File: src/rtl/alu_issue_controller_pkg.sv
// Shared constants, state encoding and result-width helper for the ALU issue controller.
package alu_issue_controller_pkg;

   localparam logic [2:0] OP_ADD  = 3'b000;
   localparam logic [2:0] OP_SUB  = 3'b001;
   localparam logic [2:0] OP_MUL  = 3'b010;
   localparam logic [2:0] OP_RSVD = 3'b011;
   localparam logic [2:0] OP_SHL  = 3'b100;
   localparam logic [2:0] OP_SHR  = 3'b101;
   localparam logic [2:0] OP_AND  = 3'b110;
   localparam logic [2:0] OP_OR   = 3'b111;

   localparam logic [1:0] FU_ADD   = 2'b00;
   localparam logic [1:0] FU_MUL   = 2'b01;
   localparam logic [1:0] FU_SHIFT = 2'b10;
   localparam logic [1:0] FU_LOGIC = 2'b11;

   localparam int unsigned CNT_W = 4;

   typedef enum logic [1:0] {
      ST_IDLE = 2'b00,
      ST_EXEC = 2'b01,
      ST_DONE = 2'b10
   } state_e;

   // Only the multiplier produces a 16-bit result; everything else is 8 bits zero-extended.
   function automatic logic [15:0] width_fix(input logic is_mul, input logic [15:0] raw);
      return is_mul ? raw : {8'h00, raw[7:0]};
   endfunction

endpackage

File: src/rtl/alu_issue_controller_op_encoder.sv
// Combinational opcode encoder: functional-unit select, sub-operation select and op class.
module alu_op_encoder
   import alu_issue_controller_pkg::*;
(
   input  logic [2:0] i_opcode,
   output logic [1:0] o_alu_operation,
   output logic       o_alu_operation_select,
   output logic       o_is_mul,
   output logic       o_is_illegal
);

   always_comb begin
      o_alu_operation        = FU_ADD;
      o_alu_operation_select = i_opcode[0];
      o_is_mul               = 1'b0;
      o_is_illegal           = 1'b0;
      case (i_opcode)
         OP_ADD, OP_SUB: o_alu_operation = FU_ADD;
         OP_MUL: begin
            o_alu_operation = FU_MUL;
            o_is_mul        = 1'b1;
         end
         OP_RSVD: o_is_illegal = 1'b1;
         OP_SHL, OP_SHR: o_alu_operation = FU_SHIFT;
         OP_AND, OP_OR:  o_alu_operation = FU_LOGIC;
         default:        o_alu_operation = FU_ADD;
      endcase
   end

endmodule

File: src/rtl/alu_issue_controller.sv
// Issue sequencer for the execute-stage ALU with a one-entry result buffer.
// Optional perf counters are enabled by defining ALU_ISSUE_PERF_COUNT_EN.
module alu_issue_controller
   import alu_issue_controller_pkg::*;
#(
   parameter int unsigned ALU_LATENCY = 1,
   parameter int unsigned MUL_LATENCY = 2
) (
   input  logic        clock,
   input  logic        reset,
   input  logic        issue_valid,
   output logic        issue_ready,
   input  logic [2:0]  issue_opcode,
   input  logic [7:0]  issue_a,
   input  logic [7:0]  issue_b,
   input  logic [2:0]  issue_dest,
   output logic [1:0]  alu_operation,
   output logic        alu_operation_select,
   output logic [7:0]  top_operand,
   output logic [7:0]  bottom_operand,
   input  logic [2:0]  alu_flags,
   input  logic [15:0] alu_out,
   output logic        result_valid,
   input  logic        result_ready,
   output logic [15:0] result_data,
   output logic [2:0]  result_flags,
   output logic [2:0]  result_dest,
   output logic        result_illegal
`ifdef ALU_ISSUE_PERF_COUNT_EN
   ,
   output logic [15:0] perf_issued,
   output logic [15:0] perf_stall
`endif
);

   localparam logic [CNT_W-1:0] ALU_CNT = CNT_W'(ALU_LATENCY - 1);
   localparam logic [CNT_W-1:0] MUL_CNT = CNT_W'(MUL_LATENCY - 1);

   state_e           r_state;
   logic [CNT_W-1:0] r_count;
   logic             r_is_mul;
   logic [2:0]       r_dest;

   logic [1:0]       w_fu;
   logic             w_sel;
   logic             w_is_mul;
   logic             w_is_illegal;
   logic             w_accept;

   alu_op_encoder u_enc (
      .i_opcode               (issue_opcode),
      .o_alu_operation        (w_fu),
      .o_alu_operation_select (w_sel),
      .o_is_mul               (w_is_mul),
      .o_is_illegal           (w_is_illegal)
   );

   assign w_accept = issue_valid & issue_ready;

   always_ff @(posedge clock) begin
      if (reset) begin
         r_state              <= ST_IDLE;
         r_count              <= '0;
         r_is_mul             <= 1'b0;
         r_dest               <= '0;
         issue_ready          <= 1'b0;
         alu_operation        <= FU_ADD;
         alu_operation_select <= 1'b0;
         top_operand          <= '0;
         bottom_operand       <= '0;
         result_valid         <= 1'b0;
         result_data          <= '0;
         result_flags         <= '0;
         result_dest          <= '0;
         result_illegal       <= 1'b0;
      end else begin
         case (r_state)
            ST_IDLE: begin
               if (w_accept) begin
                  issue_ready          <= 1'b0;
                  top_operand          <= issue_a;
                  bottom_operand       <= issue_b;
                  alu_operation        <= w_fu;
                  alu_operation_select <= w_sel;
                  r_is_mul             <= w_is_mul;
                  r_dest               <= issue_dest;
                  // Reserved opcode bypasses the ALU and posts a zero result immediately.
                  if (w_is_illegal) begin
                     result_valid   <= 1'b1;
                     result_data    <= '0;
                     result_flags   <= '0;
                     result_dest    <= issue_dest;
                     result_illegal <= 1'b1;
                     r_state        <= ST_DONE;
                  end else begin
                     r_count <= w_is_mul ? MUL_CNT : ALU_CNT;
                     r_state <= ST_EXEC;
                  end
               end else begin
                  issue_ready <= 1'b1;
               end
            end
            ST_EXEC: begin
               if (r_count == '0) begin
                  result_valid   <= 1'b1;
                  result_data    <= width_fix(r_is_mul, alu_out);
                  result_flags   <= alu_flags;
                  result_dest    <= r_dest;
                  result_illegal <= 1'b0;
                  r_state        <= ST_DONE;
               end else begin
                  r_count <= r_count - 1'b1;
               end
            end
            ST_DONE: begin
               if (result_ready) begin
                  result_valid <= 1'b0;
                  issue_ready  <= 1'b1;
                  r_state      <= ST_IDLE;
               end
            end
            default: begin
               issue_ready <= 1'b0;
               r_state     <= ST_IDLE;
            end
         endcase
      end
   end

`ifdef ALU_ISSUE_PERF_COUNT_EN
   always_ff @(posedge clock) begin
      if (reset) begin
         perf_issued <= '0;
         perf_stall  <= '0;
      end else begin
         if (w_accept)
            perf_issued <= perf_issued + 16'd1;
         if (r_state == ST_DONE && !result_ready)
            perf_stall <= perf_stall + 16'd1;
      end
   end
`endif

endmodule
File: config.mk
export PLATFORM = sky130hd
export DESIGN_NAME = alu_issue_controller
export DESIGN_NICKNAME = d
export VERILOG_FILES = /design/src/rtl/alu_issue_controller_pkg.sv /design/src/rtl/alu_issue_controller_op_encoder.sv /design/src/rtl/alu_issue_controller.sv
export SDC_FILE = /design/constraint.sdc
export NUM_CORES = 1
export LEC_CHECK = 0
export ABC_AREA = 1
export BUFFER_PORTS_ARGS = -buffer_cell sky130_fd_sc_hd__buf_2
export CORE_MARGIN = 2
export CORE_UTILIZATION = 35
export CTS_CLUSTER_DIAMETER = 60
export CTS_CLUSTER_SIZE = 10
export DETAILED_ROUTE_END_ITERATION = 16
export PLACE_DENSITY = 0.61
export SETUP_SLACK_MARGIN = 0.15
export SLEW_MARGIN = 20
export SYNTH_ARGS = -nofsm -noshare
export SYNTH_HDL_FRONTEND = slang
export SYNTH_SLANG_ARGS = --single-unit
File: constraint.sdc
create_clock -name clock -period 2 [get_ports clock]
set_input_delay 0.1 -clock clock [delete_from_list [all_inputs] [get_ports clock]]
set_output_delay 0.1 -clock clock [all_outputs]
set_load 0.005 [all_outputs]
==> impl_metrics.toml <==
[detailed_routing]
drcViolationCount = 0
wl_per_cell_um = 11.9
vias_per_cell = 4.72
dr.pass1.iters = 4
wirelength_um = 6050
drt-initial-drc-count = 70
num_vias = 2391
final_antenna_net_count = 0

[floorplanning]
core_area_um2 = 6720
die_w_um = 87.0
die_area_um2 = 7580
chipHeight_um = 87.0
initial_core_util = 0.359
ioPinCount = 89
num_rows = 30

[place]
dp_slack_ns = 0.0798
place_congestion = 0.765
hpwl_um = 4160
port_buffers = 88
dp_cells = 498

[run_status]
status = "finished, final reports clean"

[timing]
report.final.slew_viol_count = 0
layout_setup_ws_ns = 0.307
rsz0062_at_grt = "yes"
setup_viol_count_final = 0
max_freq_ghz = 0.591
min_period_ns = 1.69
post-route-period-util = 0.846
relSlewSlack = 0.688
hold_violations = 0
worstMarginPinSlew_ns = 0.468
tns_ns = 0
skew_ns = 0.0113

[global_routing]
track_usage = 0.164
grt_max_degree = 26
grt_pass1_wl_um = 9940
antenna_found_initial = 0
grt_remaining_overflow = 0
grt_pass1_vias = 2208

[power_and_ir_drop]
powerDensity_nw_per_um2 = 1130
p_clk_frac = 0.190
comb_power_share = 0.423
irDropWorstVdd_mv = 0.495
pwr-share-seq = 0.387
p_leak_nw = 1.48
intPower_mw = 2.05
p_total_mw = 3.45
p_switching_mw = 1.41
sw_frac_of_total = 0.408

[setup_path]
worstPathMaxFanout = 13
worstPathRequired_ns = 2.26
reg2reg_from = "r_state[1]"
path_common_cell = "inv_1"
cp-startpoint = "r_state[1]"
worstPathArrival_ns = 1.95
crit_path_end_kind = "register"
max_stage_delay_ns = 0.32
critPathLaunchType = "register"
crit_type = "reg -> reg"
critPathSlowestCell = "dfxtp_1"
path_cells = "inv_1 > ha_4 > nor2_2 > a21oi_4 > buf_4 > nand3_2 > inv_1 > o21ai_0 > nor2_1"

[cells_and_area]
area_growth_pct = 26.6
instances_no_fill = 507
final_cell_mix = "94 x nand2_1, 88 x buf_2, 54 x dfxtp_1, 45 x nor2_1, 41 x a21oi_1"
nFillCells = 713
drive_gt1_frac = 0.279
num_antenna_cells = 0
final_common_cell = "nand2_1"
fin_nets = 477

[synth]
yosysSeqAreaShare = 0.448
synth_cells = 341
synth-edff-count = 0
yosys_warnings = 0
synth_fp_nets = 392
netlist_area_um2 = 2410
synth_seq_cells = 54
syn_area_per_cell_um2 = 7.08
async_flop_share = 0
synth_ff_type = "dfxtp_1"
ys_types = 21

[hold_path]
hp-start = "issue_a[2]"
min_path_type = "in -> reg"

[clock_tree]
clkTransAtPathRegs_ns = 0.10
insertion_delay_ns = 0.31
cts_sinks = 54
clk_path_buf_depth = 2
htreeDepth = 2
cts_tree = "done"
numCtsBuffers = 5
cts-root-buf = "clkbuf_8"

[flow_run]
maxCapViolations = 0
==> Yosys cell counts, types with 2 or more instances <==
library cell / instances / share of area
nand2_1: 94 / 0.15
dfxtp_1: 54 / 0.45
nor2_1: 45 / 0.070
a21oi_1: 41 / 0.085
inv_1: 36 / 0.056
nand4_1: 15 / 0.039
o21ai_0: 11 / 0.023
clkbuf_1: 9 / 0.014
nor2_2: 9 / 0.023
buf_2: 6 / 0.012
ha_1: 6 / 0.031
nand3_1: 5 / 0.010
buf_6: 2 / 0.0093
==> power groups by stage <==
stage / clock [mW] / combinational (mW) / sequential (mW)
floorplan: 0 / 0.997 / 1.36
finish: 0.655 / 1.46 / 1.33
detailed placement: 0 / 1.39 / 1.36
CTS: 0.680 / 1.44 / 1.33
global placement: 0 / 1.37 / 1.35
global route: 0.719 / 1.67 / 1.35
==> logic make-up (layout without fill, tap and decap cells) <==
kind of cell    count (synthesis)  after routing  share of synthesized area
buf+inv                        54            139                     0.0949
simple gates                  172            173                      0.305
compound gates                 55             55                      0.121
flops                          54             54                      0.448
fa+ha+maj                       6              6                     0.0311
==> state kept, by name (all words and copies together) (netlist names) <==
signal,flops
alu_operation,2
r_is_mul,1
r_dest,3
result_flags,3
result_dest,3
r_count,4
result_illegal,1
r_state,2
issue_ready,1
top_operand,8
bottom_operand,8
result_valid,1
alu_operation_select,1
result_data,16
==> final timing paths <==
kind / slack, ns / cells past startpoint / end
worst max-delay path: 0.31 / 9 / r_count[3]
worst min-delay path: 0.02 / 3 / top_operand[2]
worst max register to register: 0.31 / 9 / r_count[3]
worst min register to register: 0.45 / 2 / result_illegal
==> area by class of cell <==
type	instances	area, um^2	area share
Sequential cell	54	1080	0.354
Clock buffer	7	86.3	0.0283
Clock inverter	1	8.76	0.00287
Tap cell	80	100	0.0328
Multi-Input combinational cell	234	1140	0.373
Inverter	36	135	0.0442
Timing Repair Buffer	95	505	0.165
==> per-stage QoR <==
step / utilization / cell area [um^2] / hold slack [ns]
after floorplan: - / 2410 / 0.244
after global placement: 0.435 / 2930 / 0.347
after detailed placement: 0.435 / 2930 / 0.352
after CTS: 0.451 / 3030 / 0.0152
after global routing: 0.455 / 3060 / 0.0156
final: 0.455 / 3060 / 0.0202
==> layer usage <==
metal,GRT usage,part of all wire,vias up
li1,-,-,1250
met1,0.201,0.47,1065
met2,0.285,0.45,72
met3,0.0464,0.068,4
met4,0.0398,0.0091,0
met5,0,0,-
==> critical path: cells and delay by family, from the launching register on <==
family | cells | cell delay (ns)
fa+ha+maj | 1 | 0.22
buf+inv | 3 | 0.52
compound gates | 2 | 0.29
flops | 1 | 0.32
simple gates | 3 | 0.29
==> what timing repair did <==
item	4_1_cts	5_1_grt
gates cloned	1	0
buffers inserted	0	0
endpoints found under the setup margin	15	21
hold buffers	0	0
pin swaps	1	0
resized for setup	1	3
No activity file was read; power rests on OpenSTA's default activity.
